**src/rtl/sn_bitstream_counter_pkg.sv**
```systemverilog
// Shared types and constants for the stochastic bitstream counter:
// FSM state encoding, window-length mapping and the default count width.
package sn_pkg;

   localparam int SN_CNT_W_DEF = 7;

   typedef enum logic [1:0] {
      ST_IDLE  = 2'd0,
      ST_COUNT = 2'd1,
      ST_DONE  = 2'd2
   } sn_state_e;

   localparam logic [1:0] SN_WIN_SEL_RST = 2'd0;
   localparam logic [6:0] SN_N_8  = 7'd8;
   localparam logic [6:0] SN_N_16 = 7'd16;
   localparam logic [6:0] SN_N_32 = 7'd32;
   localparam logic [6:0] SN_N_64 = 7'd64;

   // Window length N = 2^(win_sel+3)
   function automatic logic [6:0] sn_win_len(input logic [1:0] ws);
      case (ws)
         2'd0:    return SN_N_8;
         2'd1:    return SN_N_16;
         2'd2:    return SN_N_32;
         2'd3:    return SN_N_64;
         default: return SN_N_8;
      endcase
   endfunction

endpackage

```
**src/rtl/sn_bitstream_counter.sv**
```systemverilog
// Counts ones in a window of 8/16/32/64 qualified stochastic bits and hands the
// result over a valid/ready handshake. Optional signed output under SN_BIPOLAR_OUT_EN.
module sn_bitstream_counter
   import sn_pkg::*;
#(
   parameter int CNT_W = SN_CNT_W_DEF
) (
   input  logic             clk,
   input  logic             rst_n,
   input  logic             sn_bit,
   input  logic             sn_valid,
   input  logic [1:0]       win_sel,
   input  logic             start,
   output logic [CNT_W-1:0] prob_out,
   output logic             prob_valid,
   input  logic             prob_ready,
   output logic             busy,
   output logic             dropped
`ifdef SN_BIPOLAR_OUT_EN
   ,
   output logic signed [CNT_W:0] bipolar_out
`endif
);

   sn_state_e        state_r, state_nxt_s;
   logic [1:0]       win_sel_r, win_sel_nxt_s;
   logic [CNT_W-1:0] samp_cnt_r, samp_cnt_nxt_s;
   logic [CNT_W-1:0] ones_cnt_r, ones_cnt_nxt_s;
   logic [CNT_W-1:0] prob_out_r, prob_out_nxt_s;
   logic             prob_valid_r, prob_valid_nxt_s;
   logic             busy_r, busy_nxt_s;
   logic             dropped_r, dropped_nxt_s;
   logic [CNT_W-1:0] n_s, samp_inc_s, ones_inc_s;
   logic             last_s, hs_s, start_win_s;
`ifdef SN_BIPOLAR_OUT_EN
   logic signed [CNT_W:0] bipolar_r, bipolar_nxt_s;
`endif

   assign n_s         = CNT_W'(sn_win_len(win_sel_r));
   assign samp_inc_s  = samp_cnt_r + {{(CNT_W-1){1'b0}}, 1'b1};
   assign ones_inc_s  = ones_cnt_r + {{(CNT_W-1){1'b0}}, sn_bit};
   assign last_s      = (samp_inc_s == n_s);
   assign hs_s        = prob_valid_r & prob_ready;
   // A new window opens from IDLE, or straight out of DONE on a same-cycle handshake
   assign start_win_s = start & ((state_r == ST_IDLE) | ((state_r == ST_DONE) & hs_s));

   // Next-state logic
   always_comb begin
      state_nxt_s = state_r;
      case (state_r)
         ST_IDLE: begin
            if (start) state_nxt_s = ST_COUNT;
            else       state_nxt_s = ST_IDLE;
         end
         ST_COUNT: begin
            if (sn_valid && last_s) state_nxt_s = ST_DONE;
            else                    state_nxt_s = ST_COUNT;
         end
         ST_DONE: begin
            if (hs_s) state_nxt_s = start ? ST_COUNT : ST_IDLE;
            else      state_nxt_s = ST_DONE;
         end
         default: state_nxt_s = ST_IDLE;
      endcase
   end

   // Datapath and output next values
   always_comb begin
      win_sel_nxt_s    = win_sel_r;
      samp_cnt_nxt_s   = samp_cnt_r;
      ones_cnt_nxt_s   = ones_cnt_r;
      prob_out_nxt_s   = prob_out_r;
      prob_valid_nxt_s = prob_valid_r;
      dropped_nxt_s    = dropped_r;
`ifdef SN_BIPOLAR_OUT_EN
      bipolar_nxt_s    = bipolar_r;
`endif
      if (start_win_s) begin
         win_sel_nxt_s  = win_sel;
         samp_cnt_nxt_s = {CNT_W{1'b0}};
         ones_cnt_nxt_s = {CNT_W{1'b0}};
         dropped_nxt_s  = 1'b0;
      end else if (state_r == ST_COUNT && sn_valid) begin
         samp_cnt_nxt_s = samp_inc_s;
         ones_cnt_nxt_s = ones_inc_s;
         if (last_s) begin
            prob_out_nxt_s   = ones_inc_s;
            prob_valid_nxt_s = 1'b1;
`ifdef SN_BIPOLAR_OUT_EN
            bipolar_nxt_s    = $signed({ones_inc_s, 1'b0}) - $signed({1'b0, n_s});
`endif
         end else begin
            prob_valid_nxt_s = prob_valid_r;
         end
      end else if (state_r != ST_COUNT && sn_valid) begin
         dropped_nxt_s = 1'b1;
      end else begin
         dropped_nxt_s = dropped_r;
      end
      if (state_r == ST_DONE && hs_s) prob_valid_nxt_s = 1'b0;
      else                            prob_valid_nxt_s = prob_valid_nxt_s;
      busy_nxt_s = (state_nxt_s == ST_COUNT);
   end

   // State register
   always_ff @(posedge clk or negedge rst_n) begin
      if (!rst_n) state_r <= ST_IDLE;
      else        state_r <= state_nxt_s;
   end

   // Datapath and registered outputs
   always_ff @(posedge clk or negedge rst_n) begin
      if (!rst_n) begin
         win_sel_r    <= SN_WIN_SEL_RST;
         samp_cnt_r   <= {CNT_W{1'b0}};
         ones_cnt_r   <= {CNT_W{1'b0}};
         prob_out_r   <= {CNT_W{1'b0}};
         prob_valid_r <= 1'b0;
         busy_r       <= 1'b0;
         dropped_r    <= 1'b0;
`ifdef SN_BIPOLAR_OUT_EN
         bipolar_r    <= {(CNT_W+1){1'b0}};
`endif
      end else begin
         win_sel_r    <= win_sel_nxt_s;
         samp_cnt_r   <= samp_cnt_nxt_s;
         ones_cnt_r   <= ones_cnt_nxt_s;
         prob_out_r   <= prob_out_nxt_s;
         prob_valid_r <= prob_valid_nxt_s;
         busy_r       <= busy_nxt_s;
         dropped_r    <= dropped_nxt_s;
`ifdef SN_BIPOLAR_OUT_EN
         bipolar_r    <= bipolar_nxt_s;
`endif
      end
   end

   assign prob_out   = prob_out_r;
   assign prob_valid = prob_valid_r;
   assign busy       = busy_r;
   assign dropped    = dropped_r;
`ifdef SN_BIPOLAR_OUT_EN
   assign bipolar_out = bipolar_r;
`endif

endmodule

```
**config.mk**
```make
export PLATFORM = sky130hd
export DESIGN_NAME = sn_bitstream_counter
export DESIGN_NICKNAME = d
export VERILOG_FILES = /design/src/rtl/sn_bitstream_counter_pkg.sv /design/src/rtl/sn_bitstream_counter.sv
export SDC_FILE = /design/constraint.sdc
export NUM_CORES = 1
export LEC_CHECK = 0
export ABC_CLOCK_PERIOD_IN_PS = 2850
export CAP_MARGIN = 20
export CORE_AREA = 4 4 60 56
export CTS_CLUSTER_DIAMETER = 80
export DETAILED_ROUTE_END_ITERATION = 10
export DIE_AREA = 0 0 64 60
export GPL_ROUTABILITY_DRIVEN = 0
export HOLD_SLACK_MARGIN = 0.06
export PLACE_DENSITY = 0.77
export SETUP_SLACK_MARGIN = 0.05
export SLEW_MARGIN = 20
export SYNTH_ARGS = -nofsm -noshare
export SYNTH_HDL_FRONTEND = slang
export SYNTH_SLANG_ARGS = --single-unit
```
**constraint.sdc**
```tcl
create_clock -name clk -period 2.85 [get_ports clk]
set_input_delay 0.7125 -clock clk [delete_from_list [all_inputs] [get_ports clk]]
set_output_delay 0.7125 -clock clk [all_outputs]
set_load 0.02 [all_outputs]
```
# After elaboration in Yosys (flattened, before gate mapping)
# Index checks and enable logic that the tools add are counted.
# W data, S select, Z words.
# classes
eq_ne,10
bitwise,5
n_addsub,2
n_reduce_logical,13
n_mux,16
# ops
op,count
$mux W7,4
$pmux W7 S4,1
$mux W1,8
$reduce_bool A2 Y1,4
$add A7 B1 Y7,1
$add A7 B1 Y7 const B,1
$eq A7 B7 Y1,1
$eq A2 B1 Y1 const B,3
$eq A2 B2 Y1 const B,3
$pmux W2 S3,1
$reduce_and A3 Y1,2
$logic_and A1 B1 Y1,4
$logic_not A2 Y1,2
$mux W2,2
$ne A2 B1 Y1 const B,2
$and A1 B1 Y1,3
$ne A2 B2 Y1 const B,1
$reduce_and A2 Y1,1
$not A1 Y1,1
$or A1 B1 Y1,1
# totals
regBits,28
elab_cells,54
out_inout_bits,10
inputBits,8

# Depth between registers and ports, before layout
# Gate-level depths: netlist (run 1).
# depth
ltp_word,7
mapped_depth,7
mapped_depth_nobuf,7

# Least setup slack after synthesis (run 1)
# OpenSTA, ideal clock, no wires.
# synth_timing
path_kind,reg-to-reg
from,reg samp_cnt_r[0]
to,reg prob_out_r[0] (netlist: prob_out[0])
stages_incl_launch_ff,8
slack_ps,742
n_path_buf,0
t_arrival_ps,1983
required_ps,2725
synth_period_minus_slack_ps,2108
setup_ps,125
cell_sequence,dfrtp_1 > ha_1 > xnor2_1 > and3b_1 > o21ai_0 > o31ai_4 > nand4_4 > mux2_4
# synth_between
elab_chain_cells,3
# synth_rtl
item,line_no,source
"start, declared",sn_bitstream_counter.sv:27,"logic [CNT_W-1:0] samp_cnt_r, samp_cnt_nxt_s;"
"start signal, assigned",sn_bitstream_counter.sv:115,samp_cnt_r <= {CNT_W{1'b0}};
"start signal, assigned",sn_bitstream_counter.sv:126,samp_cnt_r <= samp_cnt_nxt_s;
$add A7 B1 Y7,sn_bitstream_counter.sv:40,"assign samp_inc_s = samp_cnt_r + {{(CNT_W-1){1'b0}}, 1'b1};"
$eq A7 B7 Y1,sn_bitstream_counter.sv:42,assign last_s = (samp_inc_s == n_s);
$reduce_and A3 Y1 (no source line),n/a,
"end signal, assigned",sn_bitstream_counter.sv:117,prob_out_r <= {CNT_W{1'b0}};
"end signal, assigned",sn_bitstream_counter.sv:128,prob_out_r <= prob_out_nxt_s;
"end, declared",sn_bitstream_counter.sv:29,"logic [CNT_W-1:0] prob_out_r, prob_out_nxt_s;"
# Every way passes these cells.
# A chain may end at the register's enable or synchronous reset.

# Worst setup path in the final report (run 1)
# layout_timing
from,reg samp_cnt_r[0]
to,reg prob_out_r[2] (netlist: prob_out[2])
# The elaborated chain is that of the path after synthesis.

==> results of run 1 <==
## through the flow
stage               utilization  area (um^2)
CTS                      0.6194         1688
global placement         0.6111         1665
floorplan                     -         1438
finish                   0.6194         1688
detailed placement       0.6111         1665
global route             0.6194         1688
## where the power goes
group | internal, uW | switching [uW]
Clock | 49.6 | 107
Combinational | 283 | 306
Sequential | 524 | 115
Total | 856 | 528
## registers in the layout, summed over array words and instances (netlist names)
name	count
busy	1
dropped	1
ones_cnt_r	7
prob_out	7
prob_valid	1
samp_cnt_r	7
state_r	2
win_sel_r	2
## cells by family after synthesis
family | after synthesis | synth area share
flops | 28 | 0.4874
xor+xnor | 10 | 0.07049
mux | 8 | 0.06701
simple gates | 54 | 0.1828
compound gates | 29 | 0.1288
buf+inv | 11 | 0.02872
fa+ha+maj | 4 | 0.03481
## layout make-up
class | instances | area [um^2]
Sequential cell | 28 | 700.7
Timing Repair Buffer | 20 | 192.7
Inverter | 7 | 26.28
Tap cell | 40 | 50.05
Clock buffer | 3 | 22.52
Multi-Input combinational cell | 105 | 695.7
Fill cell | 239 | 1037
## worst min-delay path: cells and delay by family, from the launching register on
family	cells	cell delay (ns)
mux	1	0.05
buf+inv	1	0.05
flops	1	0.40
## path summary, 6_finish.rpt
kind	end
hold reg to reg	prob_out[3]
max in group asynchronous	ones_cnt_r[4]
hold / removal	prob_out[3]
min in group asynchronous	state_r[0]
setup / recovery	prob_out[2]
setup reg to reg	prob_out[2]
## per-layer routing
| layer | global-route usage | wire (um) | vias up |
|---|---|---|---|
| met5 | 0 | 0 | - |
| met4 | 0.06462 | 38 | 0 |
| met3 | 0.04511 | 109 | 5 |
| met2 | 0.2754 | 1277 | 17 |
| met1 | 0.2048 | 1292 | 519 |
| li1 | - | - | 527 |
## layout by cell type (no fill, tap or decap), types with 2 or more instances in the layout
cell type and n:
clkdlybuf4s50_1 17, o22ai_1 5, o21ai_0 15, and3_1 2, a31oi_1 2, and3b_1 2, nor2_1 11, dfrtp_1 28
xnor2_1 4, clkbuf_4 3, ha_1 4, nand2_1 27, nor2b_1 2, mux2_4 3, buf_4 3, a21o_1 2
xor2_1 5, inv_1 7, mux2i_1 4, nand3_1 5
==> flow_metrics.py, run 1 <==
metrics = {
    "logic_synthesis": {
        "syn_inst": 144,
        "synthTopCellsByCount": "dfrtp_1 (28), nand2_1 (27), o21ai_0 (15)",
        "synthFlopType": "dfrtp_1",
        "netlist.top_cell.by_area": "dfrtp_1",
        "syn_area_per_cell_um2": 9.984,
        "ys_seq_elements": 28,
        "synth-edff-count": 0,
        "netlist_area_um2": 1438,
        "synth_cell_type_count": 30,
        "netlist.area_leader.share": 0.4874,
        "yosysSeqAreaShare": 0.4874,
        "synth_nets": 156,
        "async_flop_share": 1.000,
        "synth_area_leaders": "dfrtp_1 (49%), nand2_1 (7.0%), o21ai_0 (5.2%), ha_1 (3.5%), mux2_4 (3.1%)",
        "yosysMostFrequentCell": "dfrtp_1",
        "yosys_warnings": 0,
    },
    "clock_network": {
        "cts-buffers-inserted": 3,
        "clock-sinks": 28,
        "clk_latency_ns": 0.32,
        "cts_root_buffer": "clkbuf_4",
        "cts_tree": "built",
        "cts_setup_buffers": 0,
        "clkTransAtPathRegs_ns": 0.13,
        "ctsHtreeMaxLevel": 1,
        "cts-hold-fix-buffers": 0,
        "cts_resized": 0,
        "cts_buffer_depth": 2,
    },
    "placement": {
        "port_buffers": 17,
        "dp_cells": 200,
        "dp_hpwl_um": 2041,
        "dpl_worst_slack_ns": 0.1735,
    },
    "cells_and_area": {
        "drive_above_1_share": 0.07975,
        "fin_cells": 203,
        "finalNetCount": 177,
        "area_growth_syn_to_layout_pct": 17.41,
        "n_antenna_cell": 0,
    },
    "worst_setup_path": {
        "cp_top_family": "simple AND/OR/NAND/NOR gates",
        "slowest_delay_ns": 0.46,
        "critPathMaxFanout": 8,
        "rr_startpoint": "samp_cnt_r[0]",
        "r2r_setup_slack_ns": 0.51,
        "critPathRequiredTime_ns": 3.07,
        "crit_chain": "ha_1 > nand3_1 > xor2_1 > nor2_1 > o31ai_4 > nand4_4 > mux2_4",
        "crit_slowest_cell": "dfrtp_1",
        "cp.buffers_inverters": 0,
        "cp-startpoint": "samp_cnt_r[0]",
        "crit_path_start_kind": "register",
        "r2r_cells": 7,
        "end_kind": "register",
        "crit_arrival_ns": 2.57,
        "cp.depth": 7,
        "critPathKind": "register to register",
    },
    "hold_path": {
        "hold_depth": 2,
        "hold_start": "prob_out[3]",
        "worstHoldPathType": "register to register",
    },
    "power_and_ir_drop": {
        "p_leak_uw": 0.0007738,
        "power_uw": 1384,
        "power_density_nw_per_um2": 820.0,
        "max-vdd-ir-drop_uv": 394.5,
    },
    "floorplanning": {
        "core.rowCount": 18,
        "initial_core_util": 0.5275,
        "fp.dieH_um": 60,
        "core-area_um2": 2725,
        "die_area_um2": 3840,
        "io_pins": 18,
        "die_w_um": 64,
    },
    "global_routing": {
        "grt_pass1_wl_um": 4781,
        "overflow": 0,
        "track_usage": 0.1649,
        "antenna_found_initial": 0,
        "grt_max_degree": 29,
        "grt_pass1_vias": 1059,
    },
    "timing": {
        "min_period_ns": 2.343,
        "final.setup.worst_slack_ns": 0.5074,
        "fmax_mhz": 426.9,
        "fin_crit_sh": 0.8220,
        "worst_pin_slew_ns": 0.5390,
        "whs_ns": 0.5254,
        "final.setup_skew_ns": 0.0009467,
        "timing.final.hold_violations": 0,
        "slew_headroom": 0.6398,
        "maxSlewViolCount": 0,
        "setup_violations": 0,
        "setup_tns_ns": 0,
        "rsz0062_at_grt": "no",
    },
    "routing": {
        "wl_um": 2718,
        "drtIter0Drc": 58,
        "routed_via_density": 5.261,
        "drc": 0,
        "drt-pass1-iter-count": 4,
        "via_count": 1068,
        "antenna_left": 0,
        "detail_route.wl_per_cell_um": 13.39,
    },
    "outcome": {
        "outcome": "completed",
    },
    "flow_run": {
        "cap_violations": 0,
    },
}
Power figures use the tool's default switching activity.
==> run 2: changes to the inputs <==
--- a/config.mk
+++ b/config.mk
@@ -5,15 +5,15 @@
 export SDC_FILE = /design/constraint.sdc
 export NUM_CORES = 1
 export LEC_CHECK = 0
-export ABC_CLOCK_PERIOD_IN_PS = 2850
+export ABC_CLOCK_PERIOD_IN_PS = 1950
 export CAP_MARGIN = 20
-export CORE_AREA = 4 4 60 56
+export CORE_AREA = 4 4 63 59
 export CTS_CLUSTER_DIAMETER = 80
 export DETAILED_ROUTE_END_ITERATION = 10
-export DIE_AREA = 0 0 64 60
+export DIE_AREA = 0 0 67 63
 export GPL_ROUTABILITY_DRIVEN = 0
 export HOLD_SLACK_MARGIN = 0.06
-export PLACE_DENSITY = 0.77
+export PLACE_DENSITY = 0.73
 export SETUP_SLACK_MARGIN = 0.05
 export SLEW_MARGIN = 20
 export SYNTH_ARGS = -nofsm -noshare
==> constraint.sdc (replaced) <==
create_clock -name clk -period 1.95 [get_ports clk]
set_input_delay 0.4875 -clock clk [delete_from_list [all_inputs] [get_ports clk]]
set_output_delay 0.4875 -clock clk [all_outputs]
set_load 0.02 [all_outputs]
==> flow_metrics.py, run 2 (synthesis gave the netlist of run 1 again) <==
metrics = {
    "outcome": {
        "outcome": "complete, but fails checks",
        "violations": "setup timing",
    },
    "floorplanning": {
        "fp.dieH_um": 63,
        "die_w_um": 67,
        "core-area_um2": 3019,
        "io_pins": 18,
        "initial_core_util": 0.4762,
        "die_area_um2": 4221,
        "core.rowCount": 19,
    },
    "worst_setup_path": {
        "crit_slowest_cell": "dfrtp_2",
        "crit_arrival_ns": 2.22,
        "cp_top_family": "flip-flops",
        "cp-startpoint": "samp_cnt_r[0]",
        "crit_chain": "buf_4 > nand3_2 > xor2_2 > o21ai_2 > o31ai_4 > nand4_4 > buf_6 > mux2i_2",
        "rr_startpoint": "samp_cnt_r[0]",
        "critPathKind": "register to register",
        "cp.buffers_inverters": 2,
        "r2r_setup_slack_ns": -0.04,
        "critPathMaxFanout": 5,
        "r2r_end": "prob_out[6]",
        "r2r_cells": 8,
        "slowest_delay_ns": 0.47,
        "critPathRequiredTime_ns": 2.18,
        "crit_path_start_kind": "register",
        "end_kind": "register",
    },
    "routing": {
        "drt-pass1-iter-count": 4,
        "wl_um": 3295,
        "drc": 0,
        "antenna_left": 0,
        "detail_route.wl_per_cell_um": 14.52,
        "via_count": 1194,
        "routed_via_density": 5.260,
        "drtIter0Drc": 61,
    },
    "clock_network": {
        "cts_tree": "built",
        "cts-buffers-inserted": 3,
        "ctsHtreeMaxLevel": 1,
        "cts_root_buffer": "clkbuf_4",
        "clk_latency_ns": 0.33,
        "clkTransAtPathRegs_ns": 0.15,
        "cts_buffer_depth": 2,
        "clock-sinks": 28,
    },
    "timing": {
        "worst_pin_slew_ns": 0.3607,
        "setup_violations": 4,
        "whs_ns": 0.5048,
        "rsz0062_at_grt": "yes",
        "slew_headroom": 0.7595,
        "fmax_mhz": 502.7,
        "final.setup_skew_ns": 0.004779,
        "timing.final.hold_violations": 0,
        "final.setup.worst_slack_ns": -0.03932,
        "maxSlewViolCount": 0,
        "min_period_ns": 1.989,
        "setup_tns_ns": -0.1137,
        "fin_crit_sh": 1.020,
    },
    "cells_and_area": {
        "fillers": 232,
        "fin_cells": 227,
        "regArea_um2": 703.2,
        "finalNetCount": 198,
        "area_growth_syn_to_layout_pct": 39.51,
        "final_cell_mix": "dfrtp_1 (26), nand2_1 (25), buf_4 (21)",
        "mostFrequentLayoutCell": "dfrtp_1",
        "n_antenna_cell": 0,
        "multi_input_area_um2": 807.0,
        "drive_above_1_share": 0.2919,
    },
    "hold_path": {
        "worstHoldPathType": "input pin to asynchronous set/reset pin",
    },
    "power_and_ir_drop": {
        "power_density_nw_per_um2": 1259,
        "p_leak_uw": 0.0009157,
        "max-vdd-ir-drop_uv": 572.9,
        "power_uw": 2524,
    },
    "flow_run": {
        "cap_violations": 0,
    },
    "global_routing": {
        "track_usage": 0.1707,
        "overflow": 0,
        "antenna_found_initial": 0,
        "grt_max_degree": 29,
        "grt_pass1_wl_um": 5644,
        "grt_pass1_vias": 1274,
    },
    "placement": {
        "dpl_worst_slack_ns": -0.2965,
        "dp_hpwl_um": 2319,
        "dp_cells": 219,
        "port_buffers": 17,
    },
}
==> run 2: how the worst max path moves through the flow <==
stage	depth (start not counted)	end	slack, ns
final	8	prob_out[6]	-0.04
after CTS	7	prob_out[0]	-0.008
after floorplan	6	prob_out[0]	-0.03
after global placement	7	prob_out[2]	-0.27
after detailed placement	8	prob_out[6]	-0.30
after global routing	8	prob_out[6]	-0.08
==> run 2: layout make-up <==
| cell class | instances | share of cell area |
|---|---|---|
| Tap cell | 42 | 0.02620 |
| Inverter | 7 | 0.01310 |
| Timing Repair Buffer | 41 | 0.1815 |
| Multi-Input combinational cell | 105 | 0.4024 |
| Sequential cell | 28 | 0.3506 |
| Clock inverter | 1 | 0.01497 |
| Clock buffer | 3 | 0.01123 |
==> run 2: metal layers <==
layer,wire (um),GRT usage,up-vias,share of wire
li1,-,-,579,-
met1,1453,0.2102,590,0.44
met2,1703,0.2896,18,0.52
met3,78,0.02518,7,0.024
met4,59,0.07342,0,0.018
met5,0,0,-,0
==> run 2: where the power goes <==
group          internal (uW)  switching (uW)
Sequential               768             171
Clock                    208             176
Combinational            609             592
==> run 2: timing repair <==
item                                    4_1_cts  5_1_grt
hold endpoints to repair                      0        0
cloned                                        0        0
buffers inserted                              4        1
resized for setup                            13       12
hold buffers                                  0        0
pin swaps                                     6        9
endpoints found under the setup margin        9       11
==> run 2: per-stage QoR <==
step           cell area (um^2)    util
6_report                   2006  0.6643
5_1_grt                    2006  0.6643
4_1_cts                    1959  0.6490
2_1_floorplan              1453       -
3_3_place_gp               1810  0.5997
3_5_place_dp               1810  0.5997
==> run 3: changes to the inputs <==
==> constraint.sdc (replaced) <==
create_clock -name clk -period 1.95 [get_ports clk]
set_input_delay 0.39 -clock clk [delete_from_list [all_inputs] [get_ports clk]]
set_output_delay 0.39 -clock clk [all_outputs]
set_load 0.02 [all_outputs]
==> flow_metrics.py, run 3 (synthesis gave the netlist of run 1 again) <==
metrics = {
    "timing": {
        "setup_violations": 7,
        "final.setup_skew_ns": 0.002306,
        "worst_pin_slew_ns": 0.3601,
        "slew_headroom": 0.7599,
        "maxSlewViolCount": 0,
        "setup_tns_ns": -0.1972,
        "rsz0062_at_grt": "yes",
        "min_period_ns": 2.003,
        "final.setup.worst_slack_ns": -0.05271,
        "fin_crit_sh": 1.027,
        "timing.final.hold_violations": 0,
        "fmax_mhz": 499.3,
        "whs_ns": 0.4034,
    },
    "clock_network": {
        "cts-hold-fix-buffers": 0,
        "ctsHtreeMaxLevel": 1,
        "clk_latency_ns": 0.34,
        "cts_buffer_depth": 2,
        "cts_tree": "built",
        "clock-sinks": 28,
        "clkTransAtPathRegs_ns": 0.14,
        "cts-buffers-inserted": 3,
        "cts_root_buffer": "clkbuf_4",
    },
    "cells_and_area": {
        "finalInstanceArea_um2": 1914,
        "drive_above_1_share": 0.2431,
        "mostFrequentLayoutCell": "dfrtp_1",
        "n_antenna_cell": 0,
        "fillers": 245,
        "finalNetCount": 195,
        "final_cell_mix": "dfrtp_1 (27), nand2_1 (25), buf_4 (18)",
        "area_growth_syn_to_layout_pct": 33.16,
    },
    "floorplanning": {
        "io_pins": 18,
        "die_w_um": 67,
        "core.rowCount": 19,
        "die_area_um2": 4221,
        "fp.dieH_um": 63,
        "core-area_um2": 3019,
        "initial_core_util": 0.4762,
    },
    "power_and_ir_drop": {
        "p_seq_frac": 0.407,
        "p_leak_uw": 0.0008778,
        "p_switching_uw": 878.6,
        "p_int_uw": 1422,
        "max-vdd-ir-drop_uv": 570.8,
        "comb_power_share": 0.488,
        "power.share.clock": 0.105,
        "power_density_nw_per_um2": 1202,
        "p_sw_frac": 0.3820,
    },
    "worst_setup_path": {
        "critPathMaxFanout": 5,
        "slowest_delay_ns": 0.45,
        "cp.buffers_inverters": 1,
        "crit_arrival_ns": 2.27,
        "cp_top_family": "simple AND/OR/NAND/NOR gates",
        "crit_slowest_cell": "dfrtp_1",
        "r2r_setup_slack_ns": -0.05,
        "critPathRequiredTime_ns": 2.21,
        "critPathKind": "register to register",
        "crit_path_start_kind": "register",
        "end_kind": "register",
        "crit_chain": "and3_4 > and4_1 > or2_4 > o31ai_4 > nand4_4 > buf_6 > mux2i_2",
    },
    "placement": {
        "port_buffers": 17,
        "dp_hpwl_um": 2239,
        "dpl_cell_area_um2": 1803,
    },
    "global_routing": {
        "overflow": 0,
        "grt_pass1_vias": 1120,
        "grt_max_degree": 29,
        "antenna_found_initial": 0,
        "grt_pass1_wl_um": 5237,
        "track_usage": 0.1618,
    },
    "routing": {
        "via_count": 1156,
        "drtIter0Drc": 74,
        "wl_um": 3036,
        "drc": 0,
        "routed_via_density": 5.184,
        "detail_route.wl_per_cell_um": 13.61,
        "antenna_left": 0,
        "drt-pass1-iter-count": 4,
    },
    "hold_path": {
        "worstHoldPathType": "input pin to asynchronous set/reset pin",
    },
    "outcome": {
        "violations": "setup timing",
        "outcome": "complete, but fails checks",
    },
    "flow_run": {
        "cap_violations": 0,
    },
}
-- run 3: changes by cell type in the layout (fill, tap and decap cells not counted), sizes merged --
cell | before | now
buf | 24 | 21
bufinv | 1 | 0
dlymetal6s2s | 1 | 0
clkdlybuf4s50 | 16 | 17
-- run 3: repair_timing --
item,4_1_cts,5_1_grt
pin swaps,9,5
setup endpoints to repair,8,10
resized for setup,11,6
buffers inserted,2,0
-- run 3: layout make-up --
cell class | instances | area, um^2 | share of cell area
clock buffers | 3 | 22.52 | 0.01176
multi-input cells | 105 | 772.0 | 0.4033
repair buffers | 38 | 339.1 | 0.1771
flip-flops and latches | 28 | 701.9 | 0.3667
well taps | 42 | 52.55 | 0.02745
inverters | 7 | 26.28 | 0.01373
-- run 3: stage by stage --
| stage | setup WS [ns] | util | total power [uW] | instances |
|---|---|---|---|---|
| floorplan | -0.02723 | - | 1483 | 144 |
| global placement | -0.1721 | 0.5972 | 1911 | 218 |
| detailed placement | -0.2698 | 0.5972 | 1956 | 218 |
| CTS | -0.06632 | 0.6278 | 2296 | 223 |
| global route | -0.1427 | 0.6341 | 2475 | 223 |
| finish | -0.05271 | 0.6341 | 2300 | 223 |
-- run 3: final timing paths --
path	start	endpoint	cells after the start
hold / removal	rst_n	samp_cnt_r[3]	2
max in group asynchronous	rst_n	samp_cnt_r[0]	2
setup / recovery	samp_cnt_r[4]	prob_out[4]	7
setup reg to reg	samp_cnt_r[4]	prob_out[4]	7
min in group clk	prob_out[0]	prob_out[0]	1
hold reg to reg	prob_out[0]	prob_out[0]	1
-- run 3: per-layer routing --
layer	wire length (um)	global-route usage	vias up	share of wire
met5	0	0	-	0
met4	31	0.03797	0	0.010
met3	116	0.04496	5	0.038
met2	1483	0.2687	20	0.49
met1	1405	0.2057	563	0.46
li1	-	-	568	-
-- run 3: power by group through the flow --
stage | Clock [uW] | Sequential, uW | Combinational, uW
final | 241 | 936 | 1120
after CTS | 248 | 933 | 1120
after detailed placement | 0 | 929 | 1030
after global routing | 274 | 967 | 1230
after global placement | 0 | 923 | 989
after floorplan | 0 | 1020 | 467
